<file path="src/rtl/tetris_game_sequencer_pkg.sv">
// Shared encodings for the Tetris game sequencer: candidate ops, FSM states,
// pending-flag slots and board geometry defaults.
package tetris_game_sequencer_pkg;

  localparam int ROWS_DEF        = 20;
  localparam int ROW_W_DEF       = 5;
  localparam int CHK_TIMEOUT_DEF = 15;

  // Pending-flag slots; lower index wins when several are pending.
  localparam int         PEND_N  = 6;
  localparam logic [2:0] P_DROP  = 3'd0;
  localparam logic [2:0] P_CW    = 3'd1;
  localparam logic [2:0] P_CCW   = 3'd2;
  localparam logic [2:0] P_LEFT  = 3'd3;
  localparam logic [2:0] P_RIGHT = 3'd4;
  localparam logic [2:0] P_GRAV  = 3'd5;

  typedef enum logic [2:0] {
    OP_NONE  = 3'd0,
    OP_CW    = 3'd1,
    OP_CCW   = 3'd2,
    OP_LEFT  = 3'd3,
    OP_RIGHT = 3'd4,
    OP_DOWN  = 3'd5,
    OP_SPAWN = 3'd6
  } op_e;

  typedef enum logic [3:0] {
    ST_IDLE      = 4'd0,
    ST_NEW       = 4'd1,
    ST_SPAWN     = 4'd2,
    ST_CHECK     = 4'd3,
    ST_READY     = 4'd4,
    ST_LOCK      = 4'd5,
    ST_SCAN      = 4'd6,
    ST_SCAN_WAIT = 4'd7,
    ST_SCORE     = 4'd8,
    ST_OVER      = 4'd9
  } state_e;

  // Drop and gravity both move the piece down one row.
  function automatic op_e pend_to_op(input logic [2:0] idx);
    case (idx)
      P_CW:    return OP_CW;
      P_CCW:   return OP_CCW;
      P_LEFT:  return OP_LEFT;
      P_RIGHT: return OP_RIGHT;
      default: return OP_DOWN;
    endcase
  endfunction

endpackage

</file>
<file path="src/rtl/tetris_pending_latch.sv">
// Sticky per-op request flags fed by one-cycle key/gravity pulses, with a
// fixed-priority pick of the next op to check.
module tetris_pending_latch
  import tetris_game_sequencer_pkg::*;
(
  input  logic              clk,
  input  logic              rst,
  input  logic              clear_all,
  input  logic              set_en,
  input  logic              grav_mask,
  input  logic [PEND_N-1:0] req,
  input  logic [PEND_N-1:0] clr,
  output logic [PEND_N-1:0] pend,
  output logic              sel_valid,
  output logic [2:0]        sel_idx
);

  logic [PEND_N-1:0] req_m;

  // A new pulse wins over a same-cycle clear so it is never lost.
  assign req_m = set_en ? (req & ~{grav_mask, {(PEND_N-1){1'b0}}}) : '0;

  always_ff @(posedge clk or posedge rst) begin
    if (rst) begin
      pend <= '0;
    end else if (clear_all) begin
      pend <= '0;
    end else begin
      pend <= (pend & ~clr) | req_m;
    end
  end

  always_comb begin
    sel_valid = 1'b0;
    sel_idx   = '0;
    for (int i = PEND_N - 1; i >= 0; i--) begin
      if (pend[i]) begin
        sel_valid = 1'b1;
        sel_idx   = 3'(i);
      end
    end
  end

endmodule

</file>
<file path="src/rtl/tetris_game_sequencer.sv">
// Central Tetris FSM: time-multiplexes one collision checker and one row
// eliminator across spawn, moves, rotations, gravity, lock, scan and score.
module tetris_game_sequencer
  import tetris_game_sequencer_pkg::*;
#(
  parameter int ROWS        = ROWS_DEF,
  parameter int ROW_W       = ROW_W_DEF,
  parameter int CHK_TIMEOUT = CHK_TIMEOUT_DEF
) (
  input  logic             clk,
  input  logic             rst,
  input  logic             start,
  input  logic             key_cw,
  input  logic             key_ccw,
  input  logic             key_left,
  input  logic             key_right,
  input  logic             key_drop,
  input  logic             gravity_tick,
  input  logic             chk_done,
  input  logic             chk_ok,
  input  logic             row_full,
  output logic             chk_req,
  output logic [2:0]       chk_op,
  output logic             commit,
  output logic             board_clear,
  output logic             spawn,
  output logic             lock,
  output logic [ROW_W-1:0] row_sel,
  output logic             row_clear,
  output logic             score_hit,
  output logic [1:0]       line_cnt,
  output logic             game_over,
  output logic             busy,
  output state_e           state_dbg
);

  localparam int TW = $clog2(CHK_TIMEOUT + 1);

  state_e            state;
  logic [TW-1:0]     timer;
  logic [2:0]        line_acc;
  logic [2:0]        cur_idx;
  logic              drop_mode;
  logic              reissue;
  logic [PEND_N-1:0] pend;
  logic [PEND_N-1:0] pend_clr;
  logic              sel_valid;
  logic [2:0]        sel_idx;
  logic              set_en;
  logic              resolve;
  logic              res_ok;
  logic              cur_is_down;

  assign set_en = (state != ST_IDLE) && (state != ST_OVER);

  tetris_pending_latch u_pend (
    .clk       (clk),
    .rst       (rst),
    .clear_all (start),
    .set_en    (set_en),
    .grav_mask (drop_mode),
    .req       ({gravity_tick, key_right, key_left, key_ccw, key_cw, key_drop}),
    .clr       (pend_clr),
    .pend      (pend),
    .sel_valid (sel_valid),
    .sel_idx   (sel_idx)
  );

  // Check handshake: chk_req pulses for one cycle with chk_op stable until
  // the check resolves; chk_done (with chk_ok) is accepted on any later cycle
  // in CHECK, and silence for CHK_TIMEOUT cycles counts as a failed check.
  // A reissue cycle between drop steps lets the previous commit land first.
  assign resolve     = (state == ST_CHECK) && !reissue &&
                       (chk_done || (timer == TW'(CHK_TIMEOUT - 1)));
  assign res_ok      = chk_done && chk_ok;
  assign cur_is_down = drop_mode || (cur_idx == P_GRAV);

  always_comb begin
    pend_clr = '0;
    if (resolve && (chk_op != OP_SPAWN)) begin
      if (!res_ok && cur_is_down) begin
        pend_clr[P_DROP] = 1'b1;
        pend_clr[P_GRAV] = 1'b1;
      end else if (!(res_ok && drop_mode)) begin
        pend_clr[cur_idx] = 1'b1;
      end
    end
  end

  always_ff @(posedge clk or posedge rst) begin
    if (rst) begin
      state       <= ST_IDLE;
      chk_req     <= 1'b0;
      chk_op      <= OP_NONE;
      commit      <= 1'b0;
      board_clear <= 1'b0;
      spawn       <= 1'b0;
      lock        <= 1'b0;
      row_sel     <= '0;
      row_clear   <= 1'b0;
      score_hit   <= 1'b0;
      line_cnt    <= '0;
      game_over   <= 1'b0;
      timer       <= '0;
      line_acc    <= '0;
      cur_idx     <= P_DROP;
      drop_mode   <= 1'b0;
      reissue     <= 1'b0;
    end else begin
      chk_req     <= 1'b0;
      commit      <= 1'b0;
      board_clear <= 1'b0;
      spawn       <= 1'b0;
      lock        <= 1'b0;
      row_clear   <= 1'b0;
      score_hit   <= 1'b0;
      if (start) begin
        state       <= ST_NEW;
        board_clear <= 1'b1;
        game_over   <= 1'b0;
        chk_op      <= OP_NONE;
        line_acc    <= '0;
        drop_mode   <= 1'b0;
        reissue     <= 1'b0;
      end else begin
        case (state)
          ST_IDLE: ;
          ST_NEW: begin
            state <= ST_SPAWN;
            spawn <= 1'b1;
          end
          ST_SPAWN: begin
            state   <= ST_CHECK;
            chk_req <= 1'b1;
            chk_op  <= OP_SPAWN;
            cur_idx <= P_DROP;
            timer   <= '0;
          end
          ST_CHECK: begin
            if (reissue) begin
              reissue <= 1'b0;
              chk_req <= 1'b1;
              timer   <= '0;
            end else if (resolve) begin
              if (res_ok) begin
                commit <= 1'b1;
                if (drop_mode) reissue <= 1'b1;
                else           state   <= ST_READY;
              end else if (chk_op == OP_SPAWN) begin
                state     <= ST_OVER;
                game_over <= 1'b1;
              end else if (cur_is_down) begin
                drop_mode <= 1'b0;
                state     <= ST_LOCK;
                lock      <= 1'b1;
                row_sel   <= '0;
              end else begin
                state <= ST_READY;
              end
            end else begin
              timer <= timer + 1'b1;
            end
          end
          ST_READY: begin
            if (sel_valid) begin
              state     <= ST_CHECK;
              chk_req   <= 1'b1;
              chk_op    <= pend_to_op(sel_idx);
              cur_idx   <= sel_idx;
              drop_mode <= (sel_idx == P_DROP);
              timer     <= '0;
            end
          end
          ST_LOCK: state <= ST_SCAN;
          ST_SCAN: begin
            if (row_full) begin
              row_clear <= 1'b1;
              if (line_acc != 3'd4) line_acc <= line_acc + 3'd1;
              state <= ST_SCAN_WAIT;
            end else if (row_sel == ROW_W'(ROWS - 1)) begin
              state <= ST_SCORE;
              if (line_acc != 3'd0) begin
                score_hit <= 1'b1;
                line_cnt  <= 2'(line_acc - 3'd1);
              end
            end else begin
              row_sel <= row_sel + 1'b1;
            end
          end
          // Rows above have shifted down; re-examine the same row_sel.
          ST_SCAN_WAIT: state <= ST_SCAN;
          ST_SCORE: begin
            line_acc <= '0;
            state    <= ST_SPAWN;
            spawn    <= 1'b1;
          end
          ST_OVER: ;
          default: state <= ST_IDLE;
        endcase
      end
    end
  end

  assign busy      = !((state == ST_READY) || (state == ST_IDLE) || (state == ST_OVER));
  assign state_dbg = state;

endmodule

</file>
<file path="config.mk">
export PLATFORM = sky130hd
export DESIGN_NAME = tetris_game_sequencer
export DESIGN_NICKNAME = d
export VERILOG_FILES = /design/src/rtl/tetris_game_sequencer_pkg.sv /design/src/rtl/tetris_pending_latch.sv /design/src/rtl/tetris_game_sequencer.sv
export SDC_FILE = /design/constraint.sdc
export NUM_CORES = 1
export LEC_CHECK = 0
export CAP_MARGIN = 30
export CORE_ASPECT_RATIO = 0.75
export CORE_MARGIN = 2
export CORE_UTILIZATION = 53
export DETAILED_ROUTE_END_ITERATION = 10
export PLACE_DENSITY = 0.79
export SYNTH_ARGS = -nofsm -noshare
export SYNTH_HDL_FRONTEND = slang
export SYNTH_SLANG_ARGS = --single-unit
</file>
<file path="constraint.sdc">
create_clock -name clk -period 2.23 [get_ports clk]
set_input_delay 0.446 -clock clk [delete_from_list [all_inputs] [get_ports clk]]
set_output_delay 0.446 -clock clk [all_outputs]
set_load 0.005 [all_outputs]
</file>
==> metrics <==
largest net degree at the start of global routing=between 40 and 50; number of fill cells=343; Leakage=between 0.001 and 0.0015 uW; RePlAce Congestion=0.8738; synth top area cells=dfrtp_1 45%, o21ai_0 5.0%, nand2_1 3.7%; Max Fclk=453.1 MHz; met2 Use GR=a little over a third; first-pass GRT wire length=8907 um; hold depth=2; Worst Path Required=1.78 ns; number of synthesized flops with an enable pin=0; R2R Setup Slk=0.10 ns; hold crit path type=reg -> reg; reg2reg end=row_sel[2]$_DFFE_PP0P_; fin cells=352; DP Wirelength=3857 um; Yosys warnings=0; Cells after DPL=344; site row count=20; Post-Synth Simple-Gate Area=25.21%; Synth Area in Compound Gates=20.59%; worst setup margin=0.02305 ns; final number of setup-violating endpoints=0; Largest stage delay, worst path=0.51 ns; Final Cell Area=0.002811 sq mm; Synth Area in Adders=under 10%; per-cell routed wire length=~16 um; Post-Syn Area=~0.0022 sq mm; final hold vios=0; GRT met3 Usage=under 10%; synth unique cells=57; First-pass DRT Iterations=5; Rel. slew slack=65.71%; critical path buffer and inverter count=1; CTS tree=done; kind of end point of the critical path=output pin; clock skew=between 0.008 and 0.009 ns; Final Util=between 60% and 70%; R2R depth=6; Max Cap Viol=0; Sink Count=40; Worst-Margin Slew=a little over 0.5 ns; register area share after synthesis=45.12%; Hold Startpoint=line_cnt[0]$_DFFE_PP0P_; mux cell area share after synthesis=0.4512%; Yosys top cell area share=45.12%; pwr dens=953.4 mW/mm^2; Die Ht=between 60 and 70 um; Synth area leader=dfrtp_1; CTS root buf=clkbuf_8; die width=78.71 um; worst path arrival time=1.76 ns; Post-Synth XOR/XNOR Area=0.7896%; Vias per Instance=between 5 and 6; residual DRC count=0; min cycle time layout=2.207 ns; Top FF cell, synth=dfrtp_1; Post-DP Area=about 0.0027 sq mm; worst IR drop on VDD=between 0.0005 and 0.0006 V; Most Used Layer, Global Route=met1; family with the most delay on the worst path=buffers and inverters; core box area=0.004029 sq mm; syn_area_per_cell=between 8 and 9 sq um; WL final=5467 um; grt ovf=0; # IOs=35; met1 GRT Util=38.54%; clock latency on the worst-skew pair=about 0.3 ns; largest family of logic cells by synthesized area=simple AND/OR/NAND/NOR gates; Starting Density=55.06%; Slowest cell on crit path=clkdlybuf4s50_1; fin. max-slew vios=0; Post-Syn Instances=249; cts hold-fix bufs=0; startpoint types=flip-flop; number of port buffers=34; Worst Path Max Fanout=6; total number of vias=2080; vias in the first global route=1808; antenna diode count=0; Num CTS Buffers=5; critical-path cell list=xnor2_2 > and2_1 > nor2_2 > clkdlybuf4s50_1; initial drt markers=233; fraction of registers with async set/reset=100.0%; Die ar.=0.004725 sq mm; # nets final=314; period utilization=between 90% and 100%; Routed Antenna Nets=0; area delta synth->final=26.73%; Synthesized Nets=266; initial antenna violation count=0; #FFs+latches synth=40; Setup Crit Path Kind=reg -> out; hold slack=0.4801 ns; GRT Overall Usage=24.84%; Hold EP=line_cnt[0]$_DFFE_PP0P_; pre-CTS setup slack=-0.009019 ns; layout cells sized above 1=13.47%; outcome=finished clean; RR Startpoint=row_sel[0]$_DFFE_PP0P_; CTS max path bufs=2; clk slew on worst S/H paths=0.08 ns; htree depth=2
[worst register-to-register path, cell delays in order (launching register included)]
cell and delay [ns]:
dfrtp_1 0.42, ha_1 0.26, and4bb_2 0.28, nor3_2 0.34, o221ai_1 0.32, o21ai_0 0.25, o21ai_0 0.12
[layout by cell type (no fill, tap or decap), types with 5 or more instances in the layout]
cell	synthesis	layout
a31oi_1	5	5
clkbuf_8	0	5
o21ai_0	22	22
clkdlybuf4s50_1	0	34
nor2_1	21	20
ha_1	5	5
nand2_1	22	22
dfrtp_1	40	37
nor3_1	10	9
a21oi_1	15	15
nand3_1	10	10
o31ai_1	5	5
buf_4	1	19
inv_1	15	15
nand2b_1	6	6
[area by class of cell]
cell class / count / area [sq um] / area share, %
tap: 55 / 68.82 / 2.448
sequential: 40 / 1005 / 35.74
multi-input combinational: 182 / 1121 / 39.88
timing repair buffer: 53 / 483.0 / 17.18
inverter: 15 / 56.30 / 2.003
clock inverter: 1 / 5.005 / 0.1780
clock buffer: 6 / 72.57 / 2.581
[metrics by stage]
stage / total power [uW] / setup TNS (ns)
after floorplan: 1708 / 0
after global placement: 2132 / 0
after detailed placement: 2162 / -0.009019
after CTS: 2628 / 0
after global routing: 2858 / -0.04715
final: 2681 / 0
[sequential cells by signal, summed over array words and instances, names as in the netlist]
register     count
spawn            1
u_pend.pend      6
reissue          1
chk_op           3
cur_idx          3
line_cnt         2
score_hit        1
lock             1
line_acc         3
state_dbg        4
row_sel          5
chk_req          1
commit           1
board_clear      1
game_over        1
timer            4
drop_mode        1
row_clear        1
[report_power, final]
| part | leakage [uW] | switching, uW | internal, uW |
|---|---|---|---|
| Combinational | 0.000633 | 551 | 584 |
| Sequential | 0.000532 | 207 | 880 |
| Clock | 0.0000410 | 246 | 213 |
| Total | 0.00121 | 1000 | 1680 |
[synthesized netlist by cell type (all sizes together), types with 2 or more instances]
| library cell | count |
|---|---|
| nand3 | 10 |
| and2 | 3 |
| ha | 5 |
| nand2 | 22 |
| dfrtp | 40 |
| o31ai | 5 |
| or3 | 2 |
| inv | 15 |
| and3 | 2 |
| a21oi | 15 |
| a22oi | 2 |
| buf | 7 |
| clkbuf | 5 |
| nor3b | 2 |
| a2bb2oi | 2 |
| nor4 | 2 |
| nor2b | 3 |
| or2 | 5 |
| o221ai | 2 |
| o21bai | 2 |
| or4 | 3 |
| nor2 | 21 |
| o211ai | 3 |
| nand2b | 6 |
| nor3 | 11 |
| nand4bb | 2 |
| a31oi | 5 |
| o21ai | 24 |
| nand3b | 2 |
[repair_timing]
action,CTS,global route
gates resized for setup,0,6
endpoints found under the setup margin,0,1
setup buffers,0,1
[per-layer routing]
metal | vias up | wire, um
met2 | 110 | 2306
met3 | 9 | 470
met1 | 969 | 2613
met4 | 0 | 77
li1 | 992 | -
met5 | - | 0
[worst max path at each step]
stage | cells past startpoint | start | end
floorplan | 8 | timer[0]$_DFFE_PP0P_ | timer[2]$_DFFE_PP0P_
global placement | 5 | chk_done | state_dbg[0]$_DFFE_PP0P_
detailed placement | 6 | chk_done | timer[2]$_DFFE_PP0P_
CTS | 4 | state_dbg[0]$_DFFE_PP0P_ | busy
global route | 4 | state_dbg[3]$_DFFE_PP0P_ | busy
finish | 4 | state_dbg[0]$_DFFE_PP0P_ | busy
[logic make-up after synthesis]
kind of cell | Yosys count
multiplexers | 1
flip-flops | 40
AND/OR/NAND/NOR | 102
buffers and inverters | 27
AO/OA/AOI/OAI | 72
adder cells (fa/ha/maj) | 5
XOR/XNOR | 2
No activity file was read; power rests on OpenSTA's default activity.
